## src/rtl/hamming_enc_seq.sv

```systemverilog
// Sequential Hamming(15,11) encode engine: reads NUM_MSG two-byte messages from data memory,
// drives them through an external combinational encoder and writes the two-byte codewords back.
module hamming_enc_seq #(
    parameter int unsigned NUM_MSG  = 30,
    parameter int unsigned IN_BASE  = 0,
    parameter int unsigned OUT_BASE = 64
) (
    input  logic        clk_i,
    input  logic        reset_i,
    input  logic        start_i,
    output logic        done_o,
    output logic        busy_o,
    output logic [7:0]  mem_addr_o,
    output logic        mem_wr_en_o,
    output logic [7:0]  mem_wr_data_o,
    input  logic [7:0]  mem_rd_data_i,
    output logic [10:0] enc_din_o,
    input  logic [14:0] enc_dout_i
);

    typedef enum logic [2:0] {
        StIdle,
        StRdLo,
        StRdHi,
        StLatch,
        StWrLo,
        StWrHi,
        StDone
    } state_e;

    localparam logic [5:0] LastIdx = 6'(NUM_MSG - 1);
    localparam logic [7:0] InBase  = 8'(IN_BASE);
    localparam logic [7:0] OutBase = 8'(OUT_BASE);

    state_e     state_q, state_d;
    logic [5:0] idx_q, idx_d;
    logic [7:0] lo_q, lo_d;
    logic [2:0] hi_q, hi_d;

    logic [7:0] idx_x2;
    logic [7:0] in_addr;
    logic [7:0] out_addr;

    // Byte offset of message idx; addresses wrap modulo 256.
    assign idx_x2   = {1'b0, idx_q, 1'b0};
    assign in_addr  = InBase + idx_x2;
    assign out_addr = OutBase + idx_x2;

    assign enc_din_o = {hi_q, lo_q};
    assign done_o    = (state_q == StDone);
    assign busy_o    = (state_q != StIdle) && (state_q != StDone);

    always_comb begin
        state_d       = state_q;
        idx_d         = idx_q;
        lo_d          = lo_q;
        hi_d          = hi_q;
        mem_addr_o    = 8'h00;
        mem_wr_en_o   = 1'b0;
        mem_wr_data_o = 8'h00;

        case (state_q)
            StIdle, StDone: begin
                if (start_i) begin
                    state_d = StRdLo;
                    idx_d   = 6'd0;
                end
            end
            StRdLo: begin
                mem_addr_o = in_addr;
                state_d    = StRdHi;
            end
            StRdHi: begin
                mem_addr_o = in_addr + 8'd1;
                lo_d       = mem_rd_data_i;
                state_d    = StLatch;
            end
            StLatch: begin
                hi_d    = mem_rd_data_i[2:0];
                state_d = StWrLo;
            end
            StWrLo: begin
                mem_addr_o    = out_addr;
                mem_wr_en_o   = 1'b1;
                mem_wr_data_o = enc_dout_i[7:0];
                state_d       = StWrHi;
            end
            StWrHi: begin
                mem_addr_o    = out_addr + 8'd1;
                mem_wr_en_o   = 1'b1;
                mem_wr_data_o = {1'b0, enc_dout_i[14:8]};
                if (idx_q == LastIdx) begin
                    state_d = StDone;
                end else begin
                    idx_d   = idx_q + 6'd1;
                    state_d = StRdLo;
                end
            end
            default: begin
                state_d = StIdle;
            end
        endcase
    end

    always_ff @(posedge clk_i) begin
        if (reset_i) begin
            state_q <= StIdle;
            idx_q   <= 6'd0;
            lo_q    <= 8'h00;
            hi_q    <= 3'h0;
        end else begin
            state_q <= state_d;
            idx_q   <= idx_d;
            lo_q    <= lo_d;
            hi_q    <= hi_d;
        end
    end

endmodule

```

## config.mk

```make
export PLATFORM = sky130hd
export DESIGN_NAME = hamming_enc_seq
export DESIGN_NICKNAME = d
export VERILOG_FILES = /design/src/rtl/hamming_enc_seq.sv
export SDC_FILE = /design/constraint.sdc
export NUM_CORES = 1
export LEC_CHECK = 0
export CELL_PAD_IN_SITES_DETAIL_PLACEMENT = 0
export CELL_PAD_IN_SITES_GLOBAL_PLACEMENT = 1
export CORE_ASPECT_RATIO = 0.75
export CORE_MARGIN = 2
export CORE_UTILIZATION = 24
export DETAILED_ROUTE_END_ITERATION = 10
export PLACE_DENSITY_LB_ADDON = 0.1
export REMOVE_ABC_BUFFERS = 1
export SLEW_MARGIN = 20
export SYNTH_ARGS = -nofsm -noshare
export SYNTH_HDL_FRONTEND = slang
export SYNTH_SLANG_ARGS = --single-unit
```

## constraint.sdc

```tcl
create_clock -name clk_i -period 1.5 [get_ports clk_i]
set_clock_uncertainty 0.15 [all_clocks]
set_input_delay 0.15 -clock clk_i [delete_from_list [all_inputs] [get_ports clk_i]]
set_output_delay 0.15 -clock clk_i [all_outputs]
set_load 0.01 [all_outputs]
```

==> results.toml <==
[worst_setup_path]
reg2reg_depth = 7
worst-endpoint-required_ps = 1200
r2r_slack_ps = -120
cp-start-kind = "register"
crit_arrival_ps = 1360
r2r_start = "state_q[2]"
cp_max_fo = 5
timing.rr.end = "idx_q[0]"
crit_path_end_kind = "output port"
critPathKind = "register to output port"

[detailed_routing]
route.detailed.drc = 0
antenna_left = 0
vias = 1243
vias_per_cell = 4.36
wl_per_cell_um = 13.0
drt_first_pass_iters = 4
drt-initial-drc-count = 31
routed_wl_mm = 3.69

[logic_synthesis]
synth.area.top_cells = "dfxtp_1, mux2i_1, nand2_1, a21oi_1, nor2_1"
synth_top_area_share_pct = 36.2
ys_types = 30
ys_async_sr_fraction_pct = 0
synth_warnings = 0
synth_seq_cells = 20
synth_edf_count = 0
syn-instance-count = 139
yosysMostFrequentCell = "nand2_1"
yosysSeqAreaShare_pct = 36.2
avgSynthCellArea_um2 = 7.97
synth_top_area_cell = "dfxtp_1"
synthTopCellsByCount = "nand2_1, dfxtp_1, a21oi_1, mux2i_1, nor2_1"
synth_flop_cell = "dfxtp_1"
netlist_area_um2 = 1110

[flow_run]
drv_cap = 0

[floorplanning]
core.rowCount = 21
die_area_um2 = 5180
coreArea_um2 = 4440
ios = 56
start_util_pct = 24.9
die_y_um = 62.8
fp.dieW_um = 82.4

[worst_hold_path]
min_from = "mem_rd_data_i[4]"
hold_end = "lo_q[4]"
hold_path_depth = 3
hold_class = "input pin to register"

[power_and_ir_drop]
p_comb_share_pct = 37.8
power_switching_mw = 0.427
internal-power_mw = 1.07
leakagePower_nw = 0.894
power_density_nw_per_um2 = 675
ir_worst_vdd_uv = 396
power_switching_share_pct = 28.6
seqPwrFrac_pct = 39.3
p_clk_share_pct = 22.9

[placed_design]
gp_congestion = 0.727
placedCellCount = 272
io_buffers = 55
placed_area_um2 = 1920
hpwl_mm = 2.71

[sta]
slew_violations = 0
final-setup-viol-count = 22
fmax_mhz = 603
fin_ws_ps = -159
tightest_slew_ps = 273
min_period_over_period_pct = 111
slew_headroom_pct = 81.7
timing_hold_violations_final = 0
rsz0062_at_grt = "true"
period_needed_ps = 1660

[clocking]
cts_tree = "built"
clk_latency_ps = 250
clockBufferDepth = 2
cts-buffers-inserted = 3
htreeDepth = 1
cts_root_buffer = "clkbuf_8"
hold_buffers = 0
clkTransAtPathRegs_ps = 70
cts_sinks = 20

[global_route]
grt_use_total_pct = 14.8
overflow = 0
grt_max_degree = 17
grt_pass1_wl_mm = 5.95
grt_antenna_before_repair = 0
grt_pass1_vias = 1266

[finish]
fillers = 430
drive_gt1_share_pct = 42.1
syn2layout_area_growth_pct = 99.9
diodes = 0
nets = 258
instances_no_fill = 285
postLayoutCellArea_um2 = 2210

[outcome]
status = "complete, but fails checks"
failed_checks = "setup timing"
==> stage by stage <==
step	util, %	setup TNS, ps	hold WS [ps]	worst slack, ps	total power, mW
after floorplan	-	-1200	69.1	-196	0.760
after global placement	43.2	-5870	293	-303	1.01
after detailed placement	43.2	-5760	301	-309	1.02
after CTS	47.8	-1620	292	-133	1.48
after global routing	49.8	-3740	299	-209	1.57
final	49.8	-2190	297	-159	1.49
==> worst max-delay path, stage by stage (launching register included) <==
cell and delay [ps]:
dfxtp_2 340, buf_6 110, nor2_4 120, xnor2_2 150
buf_4 160, and2_4 140, buf_6 90
==> per-layer routing <==
metal  global-route usage (%)  share of wire, %  vias to the layer above
met1                     19.8                47                      562
li1                         -                 -                      652
met5                        0                 0                        -
met4                     1.25              0.35                        0
met3                     3.18               3.9                        2
met2                     25.1                48                       27
==> registers in the layout, indices dropped and copies added, names as in the netlist <==
signal / flops
hi_q: 3
state_q: 3
lo_q: 8
idx_q: 6
==> logic make-up (layout without fill, tap and decap cells) <==
group	after synthesis	count (layout)	share of synthesized area, %
and+or+nand+nor	62	62	26.4
xor gates and xnor gates	3	3	3.05
DFF	20	20	36.2
adders and majority gates	2	2	2.26
buffers and inverters	12	101	4.75
AOI/OAI and AO/OA	26	26	14.7
muxes	14	14	12.7
==> cell type report <==
| class | count | area, um^2 | area share, % |
|---|---|---|---|
| repair buffers | 93 | 888 | 40.1 |
| flip-flops and latches | 20 | 409 | 18.5 |
| well taps | 57 | 71.3 | 3.22 |
| clock buffers | 3 | 41.3 | 1.87 |
| multi-input cells | 107 | 779 | 35.2 |
| inverters | 5 | 23.8 | 1.07 |
==> timing repair <==
item,CTS,global route
cloned,1,0
setup buffers,6,3
gates resized for setup,118,18
hold endpoints to repair,0,0
pin swaps,12,5
endpoints found under the setup margin,25,28
==> cell usage in the layout (no fill, tap or decap), types with 5 or more instances in the layout <==
cell,netlist,routed
buf_6,0,16
and2_4,0,5
nor2_2,0,5
buf_2,3,12
clkdlybuf4s50_1,0,36
nor2_1,12,6
buf_4,1,24
nand2_1,26,24
dfxtp_1,20,17
a21oi_1,14,12
mux2i_1,14,12
==> power groups by stage <==
| stage | Clock, mW | Combinational (mW) | Sequential [mW] |
|---|---|---|---|
| after floorplan | 0 | 0.146 | 0.613 |
| after global placement | 0 | 0.427 | 0.587 |
| after detailed placement | 0 | 0.434 | 0.589 |
| after CTS | 0.358 | 0.536 | 0.586 |
| after global routing | 0.373 | 0.605 | 0.592 |
| final | 0.342 | 0.565 | 0.588 |
==> how the worst max path moves through the flow <==
stage,to,start,slack (ps),cells after the start
after floorplan,idx_q[1],state_q[1],-200,5
after global placement,mem_addr_o[2],state_q[0],-300,5
after detailed placement,mem_addr_o[5],state_q[0],-310,5
after CTS,mem_addr_o[5],state_q[2],-130,6
after global routing,idx_q[0],state_q[2],-210,7
final,mem_addr_o[4],state_q[2],-160,6
No activity file was read; power rests on OpenSTA's default activity.
